[src/rtl/mem_arbiter_pkg.sv]
// Shared encodings for the fetch/load-store RAM arbiter.
package mem_arb_pkg;

    localparam int N = 32;

    localparam logic [1:0] SZ_B = 2'b00;
    localparam logic [1:0] SZ_H = 2'b01;
    localparam logic [1:0] SZ_W = 2'b10;

    localparam logic [0:0] ST_IDLE  = 1'b0;
    localparam logic [0:0] ST_MERGE = 1'b1;

    localparam logic OWN_IF = 1'b0;
    localparam logic OWN_D  = 1'b1;

    function automatic int addr_bits(input int size);
        return $clog2(size);
    endfunction

endpackage

[src/rtl/mem_arbiter_if.sv]
// Bus bundle between core ports, arbiter and the single-port RAM.
interface mem_arbiter_if #(parameter int A = 10);
    import mem_arb_pkg::*;

    logic          if_req;
    logic [A-1:0]  if_addr;
    logic          if_gnt;
    logic          if_rvalid;
    logic [N-1:0]  if_rdata;

    logic          d_req;
    logic          d_we;
    logic [1:0]    d_size;
    logic [A-1:0]  d_addr;
    logic [N-1:0]  d_wdata;
    logic          d_gnt;
    logic          d_rvalid;
    logic [N-1:0]  d_rdata;

    logic          ram_we;
    logic [A-1:0]  ram_addr;
    logic [N-1:0]  ram_wdata;
    logic [N-1:0]  ram_rdata;

    modport master (
        output if_req, if_addr, d_req, d_we, d_size, d_addr, d_wdata,
        input  if_gnt, if_rvalid, if_rdata, d_gnt, d_rvalid, d_rdata
    );

    modport slave (
        input  if_req, if_addr, d_req, d_we, d_size, d_addr, d_wdata, ram_rdata,
        output if_gnt, if_rvalid, if_rdata, d_gnt, d_rvalid, d_rdata,
               ram_we, ram_addr, ram_wdata
    );

    modport ram (
        input  ram_we, ram_addr, ram_wdata,
        output ram_rdata
    );

endinterface

[src/rtl/mem_arbiter_store_merge.sv]
// Byte-lane merge of right-aligned store data into an old RAM word.
module store_merge
    import mem_arb_pkg::*;
(
    input  logic [N-1:0] i_old,
    input  logic [N-1:0] i_wdata,
    input  logic [1:0]   i_size,
    input  logic [1:0]   i_lane,
    output logic [N-1:0] o_merged
);

    always_comb begin
        o_merged = i_old;
        case (i_size)
            SZ_B: o_merged[{i_lane, 3'b000} +: 8] = i_wdata[7:0];
            // Halfword lane comes from addr[1] only; addr[0] is ignored.
            SZ_H: o_merged[{i_lane[1], 4'b0000} +: 16] = i_wdata[15:0];
            default: o_merged = i_wdata;
        endcase
    end

endmodule

[src/rtl/mem_arbiter.sv]
// Fetch / load-store arbiter for a single-port word RAM with RMW sub-word stores.
// Define MEM_ARB_RR_EN for round-robin arbitration; otherwise data port has fixed priority.
module mem_arbiter
    import mem_arb_pkg::*;
#(
    parameter int SIZE = 1024
) (
    input  logic         clk,
    input  logic         rst,
    mem_arbiter_if.slave bus
);

    localparam int A = addr_bits(SIZE);

    logic [0:0]   r_state;
    logic [A-1:0] r_maddr;
    logic [N-1:0] r_mdata;
    logic         r_if_rvalid;
    logic         r_d_rvalid;
    logic [N-1:0] r_if_rdata;
    logic [N-1:0] r_d_rdata;

    logic         w_idle;
    logic         w_d_win;
    logic         w_if_win;
    logic         w_is_word;
    logic [A-1:0] w_d_waddr;
    logic [A-1:0] w_if_waddr;
    logic [N-1:0] w_merged;

`ifdef MEM_ARB_RR_EN
    logic r_ptr;
`endif

    assign w_is_word  = bus.d_size[1];  // 2'b11 behaves as a word access
    assign w_d_waddr  = bus.d_addr  & ~A'(3);
    assign w_if_waddr = bus.if_addr & ~A'(3);

    store_merge u_merge (
        .i_old    (bus.ram_rdata),
        .i_wdata  (bus.d_wdata),
        .i_size   (bus.d_size),
        .i_lane   (bus.d_addr[1:0]),
        .o_merged (w_merged)
    );

    always_comb begin
        w_idle = (r_state == ST_IDLE) && !rst;
`ifdef MEM_ARB_RR_EN
        w_d_win = w_idle && bus.d_req && (!bus.if_req || r_ptr == OWN_D);
`else
        w_d_win = w_idle && bus.d_req;
`endif
        w_if_win = w_idle && bus.if_req && !w_d_win;
    end

    always_comb begin
        bus.ram_we    = 1'b0;
        bus.ram_addr  = '0;
        bus.ram_wdata = '0;
        if (r_state == ST_MERGE && !rst) begin
            bus.ram_we    = 1'b1;
            bus.ram_addr  = r_maddr;
            bus.ram_wdata = r_mdata;
        end else if (w_d_win) begin
            bus.ram_addr = w_d_waddr;
            if (bus.d_we && w_is_word) begin
                bus.ram_we    = 1'b1;
                bus.ram_wdata = bus.d_wdata;
            end
        end else if (w_if_win) begin
            bus.ram_addr = w_if_waddr;
        end
    end

    assign bus.if_gnt    = w_if_win;
    assign bus.d_gnt     = w_d_win;
    assign bus.if_rvalid = r_if_rvalid;
    assign bus.d_rvalid  = r_d_rvalid;
    assign bus.if_rdata  = r_if_rdata;
    assign bus.d_rdata   = r_d_rdata;

    always_ff @(posedge clk) begin
        if (rst) begin
            r_state     <= ST_IDLE;
            r_if_rvalid <= 1'b0;
            r_d_rvalid  <= 1'b0;
            r_if_rdata  <= '0;
            r_d_rdata   <= '0;
            r_maddr     <= '0;
            r_mdata     <= '0;
`ifdef MEM_ARB_RR_EN
            r_ptr       <= OWN_D;
`endif
        end else begin
            r_if_rvalid <= w_if_win;
            r_d_rvalid  <= 1'b0;
            if (w_if_win)
                r_if_rdata <= bus.ram_rdata;
            if (r_state == ST_MERGE) begin
                r_d_rvalid <= 1'b1;
                r_d_rdata  <= '0;
                r_state    <= ST_IDLE;
            end else if (w_d_win) begin
                if (!bus.d_we) begin
                    r_d_rvalid <= 1'b1;
                    r_d_rdata  <= bus.ram_rdata;
                end else if (w_is_word) begin
                    r_d_rvalid <= 1'b1;
                    r_d_rdata  <= '0;
                end else begin
                    // Old word is on ram_rdata now; write the merged word next cycle.
                    r_maddr <= w_d_waddr;
                    r_mdata <= w_merged;
                    r_state <= ST_MERGE;
                end
            end
`ifdef MEM_ARB_RR_EN
            if (w_d_win)
                r_ptr <= OWN_IF;
            else if (w_if_win)
                r_ptr <= OWN_D;
`endif
        end
    end

endmodule

[src/flat_wrapper.sv]
// flat-port wrapper written by rule: the top's interface ports become plain ports
module mem_arbiter_flat import mem_arb_pkg::*;
#(
    parameter int SIZE = 1024
)
  (clk, rst, bus_if_req, bus_if_addr, bus_d_req, bus_d_we, bus_d_size, bus_d_addr, bus_d_wdata, bus_ram_rdata, bus_if_gnt, bus_if_rvalid, bus_if_rdata, bus_d_gnt, bus_d_rvalid, bus_d_rdata, bus_ram_we, bus_ram_addr, bus_ram_wdata);
  mem_arbiter_if #(.A(10)) bus_i ();
  input  logic clk;
  input  logic rst;
  input wire logic [$bits(bus_i.if_req)-1:0] bus_if_req;
  input wire logic [$bits(bus_i.if_addr)-1:0] bus_if_addr;
  input wire logic [$bits(bus_i.d_req)-1:0] bus_d_req;
  input wire logic [$bits(bus_i.d_we)-1:0] bus_d_we;
  input wire logic [$bits(bus_i.d_size)-1:0] bus_d_size;
  input wire logic [$bits(bus_i.d_addr)-1:0] bus_d_addr;
  input wire logic [$bits(bus_i.d_wdata)-1:0] bus_d_wdata;
  input wire logic [$bits(bus_i.ram_rdata)-1:0] bus_ram_rdata;
  output wire logic [$bits(bus_i.if_gnt)-1:0] bus_if_gnt;
  output wire logic [$bits(bus_i.if_rvalid)-1:0] bus_if_rvalid;
  output wire logic [$bits(bus_i.if_rdata)-1:0] bus_if_rdata;
  output wire logic [$bits(bus_i.d_gnt)-1:0] bus_d_gnt;
  output wire logic [$bits(bus_i.d_rvalid)-1:0] bus_d_rvalid;
  output wire logic [$bits(bus_i.d_rdata)-1:0] bus_d_rdata;
  output wire logic [$bits(bus_i.ram_we)-1:0] bus_ram_we;
  output wire logic [$bits(bus_i.ram_addr)-1:0] bus_ram_addr;
  output wire logic [$bits(bus_i.ram_wdata)-1:0] bus_ram_wdata;
  assign bus_i.if_req = bus_if_req;
  assign bus_i.if_addr = bus_if_addr;
  assign bus_i.d_req = bus_d_req;
  assign bus_i.d_we = bus_d_we;
  assign bus_i.d_size = bus_d_size;
  assign bus_i.d_addr = bus_d_addr;
  assign bus_i.d_wdata = bus_d_wdata;
  assign bus_i.ram_rdata = bus_ram_rdata;
  assign bus_if_gnt = bus_i.if_gnt;
  assign bus_if_rvalid = bus_i.if_rvalid;
  assign bus_if_rdata = bus_i.if_rdata;
  assign bus_d_gnt = bus_i.d_gnt;
  assign bus_d_rvalid = bus_i.d_rvalid;
  assign bus_d_rdata = bus_i.d_rdata;
  assign bus_ram_we = bus_i.ram_we;
  assign bus_ram_addr = bus_i.ram_addr;
  assign bus_ram_wdata = bus_i.ram_wdata;
  mem_arbiter #(.SIZE(SIZE)) u_core (.clk(clk), .rst(rst), .bus(bus_i));
endmodule
[config.mk]
export PLATFORM = sky130hd
export DESIGN_NAME = mem_arbiter_flat
export DESIGN_NICKNAME = d
export VERILOG_FILES = /design/src/rtl/mem_arbiter_pkg.sv /design/src/rtl/mem_arbiter_if.sv /design/src/rtl/mem_arbiter_store_merge.sv /design/src/rtl/mem_arbiter.sv /design/src/flat_wrapper.sv
export SDC_FILE = /design/constraint.sdc
export NUM_CORES = 1
export LEC_CHECK = 0
export ABC_CLOCK_PERIOD_IN_PS = 2700
export BUFFER_PORTS_ARGS = -buffer_cell sky130_fd_sc_hd__buf_2
export CAP_MARGIN = 30
export CORE_UTILIZATION = 51
export CTS_BUF_LIST = sky130_fd_sc_hd__clkbuf_8
export DETAILED_ROUTE_END_ITERATION = 8
export GPL_TIMING_DRIVEN = 0
export PLACE_DENSITY = 0.83
export RECOVER_POWER = 25
export SLEW_MARGIN = 20
export SYNTH_ARGS = -nofsm -noshare
export SYNTH_HDL_FRONTEND = slang
export SYNTH_HIERARCHICAL = 1
export SYNTH_SLANG_ARGS = --single-unit
[constraint.sdc]
create_clock -name clk -period 2.7 [get_ports clk]
set_clock_uncertainty 0.05 [all_clocks]
set_input_delay 0.135 -clock clk [delete_from_list [all_inputs] [get_ports clk]]
set_output_delay 0.135 -clock clk [all_outputs]
set_load 0.03 [all_outputs]
# Word level (Yosys, flattened, before mapping)
# Cells that the tools add are included.
dict set report totals {
  ff_bits 107
  inputBits 91
  output_inout_bits 111
}
dict set report op_classes {
  addsub 2
  eq_ne 2
  shifts 4
  mux 19
  n_bitwise 4
  n_reduce_logical 13
}
# cell n
set ops {}
lappend ops {{$mux W32} 5}
lappend ops {{$bwmux W32} 2}
lappend ops {{$pmux W32 S2} 1}
lappend ops {{$shift A16 B7 Y32 const A} 1}
lappend ops {{$shift A8 B7 Y32 const A} 1}
lappend ops {{$shiftx A16 B7 Y32} 1}
lappend ops {{$shiftx A8 B7 Y32} 1}
lappend ops {{$mux W10} 3}
lappend ops {{$neg A5 Y7} 2}
lappend ops {{$mux W1} 8}
lappend ops {{$logic_and A1 B1 Y1} 6}
lappend ops {{$not A1 Y1} 4}
lappend ops {{$reduce_and A4 Y1} 1}
lappend ops {{$reduce_or A4 Y1} 1}
lappend ops {{$eq A2 B1 Y1 const B} 1}
lappend ops {{$logic_not A1 Y1} 2}
lappend ops {{$logic_not A2 Y1} 1}
lappend ops {{$ne A2 B1 Y1 const B} 1}
lappend ops {{$reduce_and A2 Y1} 1}
lappend ops {{$reduce_or A2 Y1} 1}

# Depth between registers and ports, before layout
dict set report depth {
  ltp_word 8
  mapped_depth 9
}

# Hierarchy
# The synthesis kept the hierarchy.
# mod instances cells_each area_per_inst_um2 seq_area_each_um2
set by_module_without_submodules {}
lappend by_module_without_submodules {mem_arbiter 1 477 4170.2 2142.1}
lappend by_module_without_submodules {store_merge 1 138 1061.0 0.0}

# Worst setup path after synthesis
# OpenSTA, ideal clock, no wires.
dict set report synth_path {
  path_kind {input -> register}
  from {input bus_d_addr[1]}
  to {register u_core.r_mdata[2]}
  setup_ns 0.070
  arrival_ns 1.906
  setup_slack_ns 0.674
  stages 8
  cell_sequence {buf_2 -> inv_1 -> ha_1 -> or4bb_1 -> a2bb2oi_2 -> a22o_1 -> nand3_1 -> a21oi_1}
}
dict set report synth_via {
  elab_chain_cells 4
}
# element line_no
set synth_rtl {}
lappend synth_rtl {{start, declared} flat_wrapper.sv:15} ;# input wire logic [$bits(bus_i.d_addr)-1:0] bus_d_addr;
lappend synth_rtl {{$neg A5 Y7 (on tied branches)} {mem_arbiter_store_merge.sv:17, mem_arbiter_store_merge.sv:15}}
lappend synth_rtl {{$shiftx A16 B7 Y32 (tied with other cells)} mem_arbiter_store_merge.sv:17} ;# SZ_H: o_merged[{i_lane[1], 4'b0000} +: 16] = i_wdata[15:0];
lappend synth_rtl {{$bwmux W32 (on tied branches)} {mem_arbiter_store_merge.sv:17, mem_arbiter_store_merge.sv:15}}
lappend synth_rtl {{$pmux W32 S2 *} mem_arbiter_store_merge.sv:14} ;# case (i_size)
lappend synth_rtl {{named net u_core.w_merged[2]} mem_arbiter.sv:29} ;# logic [N-1:0] w_merged;
lappend synth_rtl {{end signal, assigned} mem_arbiter.sv:114} ;# r_mdata <= w_merged;
lappend synth_rtl {{end, declared} mem_arbiter.sv:17} ;# logic [N-1:0] r_mdata;
# The timed path passes the listed nets; every way through them passes the cells marked *.
# A chain may end at the register's enable or synchronous reset.

# Final worst setup path
dict set report layout_path {
  from {register u_core.r_state}
  to {output bus_ram_wdata[11]}
}
dict set report layout_via {
  elab_chain_cells 5
}
# element line_no
set layout_rtl {}
lappend layout_rtl {{start, declared} mem_arbiter.sv:15} ;# logic [0:0] r_state;
lappend layout_rtl {{start signal, assigned} mem_arbiter.sv:85} ;# r_state <= ST_IDLE;
lappend layout_rtl {{start signal, assigned} mem_arbiter.sv:103} ;# r_state <= ST_IDLE;
lappend layout_rtl {{start signal, assigned} mem_arbiter.sv:115} ;# r_state <= ST_MERGE;
lappend layout_rtl {{$not A1 Y1 (no line)} -}
lappend layout_rtl {{$logic_and A1 B1 Y1} mem_arbiter.sv:48} ;# w_idle = (r_state == ST_IDLE) && !rst;
lappend layout_rtl {{$logic_and A1 B1 Y1} mem_arbiter.sv:52} ;# w_d_win = w_idle && bus.d_req;
lappend layout_rtl {{$mux W32} mem_arbiter.sv:65} ;# end else if (w_d_win) begin
lappend layout_rtl {{$mux W32 *} mem_arbiter.sv:61} ;# if (r_state == ST_MERGE && !rst) begin
lappend layout_rtl {{end, declared} flat_wrapper.sv:26} ;# output wire logic [$bits(bus_i.ram_wdata)-1:0] bus_ram_wdata;
# Every way passes the cells marked *; elsewhere a longest branch is shown, timed or not.

==> qor.txt <==
==============================================================================
Run status ...................................................... finished clean
Clk buf depth ...................................................            2
Proportion of synthesized chip area in sequential cells .........       0.4095
Clock root buffer master ........................................     clkbuf_8
# DRC ...........................................................            0
Initial antenna violation count .................................            0
Routed wirelength normalized by instance count ..................     18.50 um
Hold-critical path endpoint ..................................... u_core/bus.d_rdata[0]
Initial DRC count ...............................................          505
CP startpoint kind ..............................................    flip-flop
Final-report setup violation count ..............................            0
Placer congestion estimate ......................................       0.9262
Average cell area after synthesis ...............................   8.506 um^2
Crit path capture type .......................................... primary output
Post-route minimum period .......................................      2393 ps
Number of hold violations in the final report ...................            0
Die area ........................................................   10670 um^2
Count of pins over their slew limit .............................            0
H-Tree Level Count ..............................................            3
Crit path largest cell delay ....................................       370 ps
Hold path cells .................................................            3
Headroom to the max-slew limit ..................................       0.3396
Clk pin slew, worst setup/hold paths ............................       100 ps
Pin count of the biggest net entering global routing ............           19
Summed instance area of the synthesized netlist .................    5231 um^2
Worst supply voltage drop on vdd ................................  0.0002928 V
Clock tree from TritonCTS .......................................         done
Final #Nets .....................................................          960
Reg-to-reg slack, setup .........................................       970 ps
CP Data Arrival Time ............................................      2210 ps
Cell family with most CP delay .................................. buffers and inverters
Fraction of final layout cells sized beyond drive strength 1 ....       0.2382
Endpoint of the worst register-to-register path ................. u_core/bus.d_rdata[17]
Syn Inst Count ..................................................          615
Overall via count from detail_route .............................         5959
GRT overflow ....................................................            0
Die height ......................................................     103.3 um
Cell with the largest stage delay on the worst path .............       or3b_1
Depth of the most critical reg-to-reg path ......................            5
Insertion delay of the later-clocked pin in the worst-skew pair .       380 ps
Maximum net fanout on the critical path .........................           10
Cell occurring most often along the worst timing path ...........        buf_2
Diodes inserted .................................................            0
Final routed wirelength across all metal layers .................     18540 um
Peak Freq .......................................................    418.0 MHz
Hold path startpoint ............................................     bus_d_we
Post-route fraction of the period consumed by the critical path .       0.8861
Floorplan Core Area .............................................    9864 um^2
Count of flip-flops with a built-in enable after synthesis ......            0
WP buf/inv ......................................................            5
Reg2reg start ................................................... u_core/r_state
DR pass1 iterations .............................................            5
Cell Rows .......................................................           36
Setup repair after global routing missed its margin .............        false
Slew at the pin closest to its max-slew limit ...................     983.0 ps
Buffers on Ports ................................................          197
Async S/R FF share, synth .......................................            0
Min-Delay Path Class ............................................    in -> reg
Clock sinks .....................................................          107
CP cell instances ............................................... or3b_1, buf_2, inv_2, and3_1, buf_4, buf_6, a22o_1, buf_2
# IOs ...........................................................          202
Post-detailed-route count of antenna-violating nets .............            0
Wire length of the first global-routing pass ....................     27810 um
Leakage power total .............................................     3.031 nW
Crit Path Category ..............................................   reg -> out
Total power per unit cell area .................................. 478.7 nW/um^2
Hold_ws .........................................................     168.5 ps
Number of gates given a new drive strength after cts ............            0
Syn-to-layout area delta ........................................       32.00%
Most used flip-flop cell after synthesis ........................      dfxtp_1
Number of buffers inserted during clock tree synthesis ..........            9
Initial cell density of the core ................................       0.5303
Width of the chip ...............................................     103.3 um
Via density per instance ........................................        5.947
Count of different cell masters after synthesis .................           39
Ys Warns ........................................................            6
Vias in the first global route ..................................         5412
Number of violations of the max-capacitance limit ...............            0
Final-layout setup total negative slack .........................         0 ps
Detailed-placement wirelength estimate ..........................     13030 um
Layout filler cell count ........................................          847
Endpoint required time on the critical path .....................      2520 ps
Total GRT Usage .................................................       0.3424
Seq cells post-synth ............................................          107
==============================================================================
[sequential cells by signal (all words and copies together), names as in the netlist]
signal	cells
u_core/bus.d_rvalid	1
u_core/r_state	1
u_core/bus.if_rdata	32
u_core/bus.if_rvalid	1
u_core/r_maddr	8
u_core/bus.d_rdata	32
u_core/r_mdata	32
[layer usage]
metal,share of wire,wire length (um),track usage,up-vias
met5,0,0,0,-
met4,0.025,465,0.1138,0
met3,0.097,1806,0.06989,45
met2,0.47,8751,0.5713,384
met1,0.41,7513,0.4430,2809
li1,-,-,-,2721
[through the flow]
step                instances  worst slack, ps  total power, mW  instance area (um^2)    util
floorplan                 616            673.8            2.088                  5235       -
global placement          946            325.6            2.327                  6387  0.6475
detailed placement        946            237.2            2.344                  6387  0.6475
CTS                      1002            309.6            3.305                  6973  0.7069
global route             1002            174.5            3.422                  6905  0.7000
finish                   1002            307.4            3.305                  6905  0.7000
[layout make-up]
cell class              instances  area, um^2  share of cell area
multi-input cells             426        2695              0.3903
flip-flops and latches        107        2142              0.3102
repair buffers                237        1319              0.1910
plain buffers                  60       311.5             0.04512
well taps                     133       166.4             0.02410
clock buffers                  10       137.6             0.01993
inverters                      23       86.33             0.01250
clock inverters                 6       47.55            0.006885
[kinds of logic after synthesis]
group / synth area share
buffers and inverters: 0.07606
AO/OA/AOI/OAI: 0.3296
multiplexers: 0.03061
adder cells (fa/ha/maj): 0.01196
flip-flops: 0.4095
AND/OR/NAND/NOR: 0.1416
other: 0.0007168
[power by group]
part           switching (mW)  internal (mW)
logic                   0.452          0.257
registers              0.0259           1.63
clock network           0.573          0.369
total                    1.05           2.25
[worst min-delay path: stages]
cell	delay (ps)
buf_2	110
nor2_2	80
a22o_1	230
[Yosys cell counts, drive strengths merged (2+ instances only)]
cell	n	area share
dfxtp	107	0.41
nand2	90	0.065
a22o	79	0.13
a21oi	72	0.069
o21ai	56	0.054
nand3	40	0.038
clkbuf	30	0.022
buf	29	0.036
inv	23	0.017
mux2i	16	0.031
nor2	11	0.0084
a211o	9	0.015
a221o	8	0.015
a22oi	8	0.011
o221ai	8	0.023
ha	5	0.012
nor2b	3	0.0041
a211oi	2	0.0038
nand2b	2	0.0024
nor3	2	0.0019
nor4	2	0.0081
or3	2	0.0043
[worst max-delay path by stage]
stage	from	end	slack [ps]	cells past startpoint
2_1_floorplan	bus_d_addr[1]	u_core/r_mdata[2]	670	8
3_3_place_gp	bus_d_addr[1]	u_core/r_mdata[6]	330	9
3_5_place_dp	bus_d_addr[1]	u_core/r_mdata[5]	240	9
4_1_cts	u_core/r_state	bus_ram_wdata[29]	310	8
5_1_grt	u_core/r_state	bus_ram_wdata[11]	170	8
6_report	u_core/r_state	bus_ram_wdata[11]	310	8
[layout by cell type (no fill, tap or decap), drive strengths merged, types with 8 or more instances in the layout]
| cell | netlist | routed |
|---|---|---|
| buf | 29 | 172 |
| dfxtp | 107 | 107 |
| clkbuf | 30 | 94 |
| nand2 | 90 | 90 |
| a22o | 79 | 79 |
| a21oi | 72 | 72 |
| o21ai | 56 | 56 |
| dlygate4sd3 | 0 | 40 |
| nand3 | 40 | 40 |
| inv | 23 | 25 |
| mux2i | 16 | 16 |
| nor2 | 11 | 11 |
| a211o | 9 | 9 |
| a22oi | 8 | 8 |
| o221ai | 8 | 8 |
| a221o | 8 | 8 |
[timing repair]
action | CTS | global route
hold buffers | 40 | 0
setup buffers | 0 | 0
hold endpoints to repair | 71 | 0
Note: power is estimated with default switching activity, not from simulation.
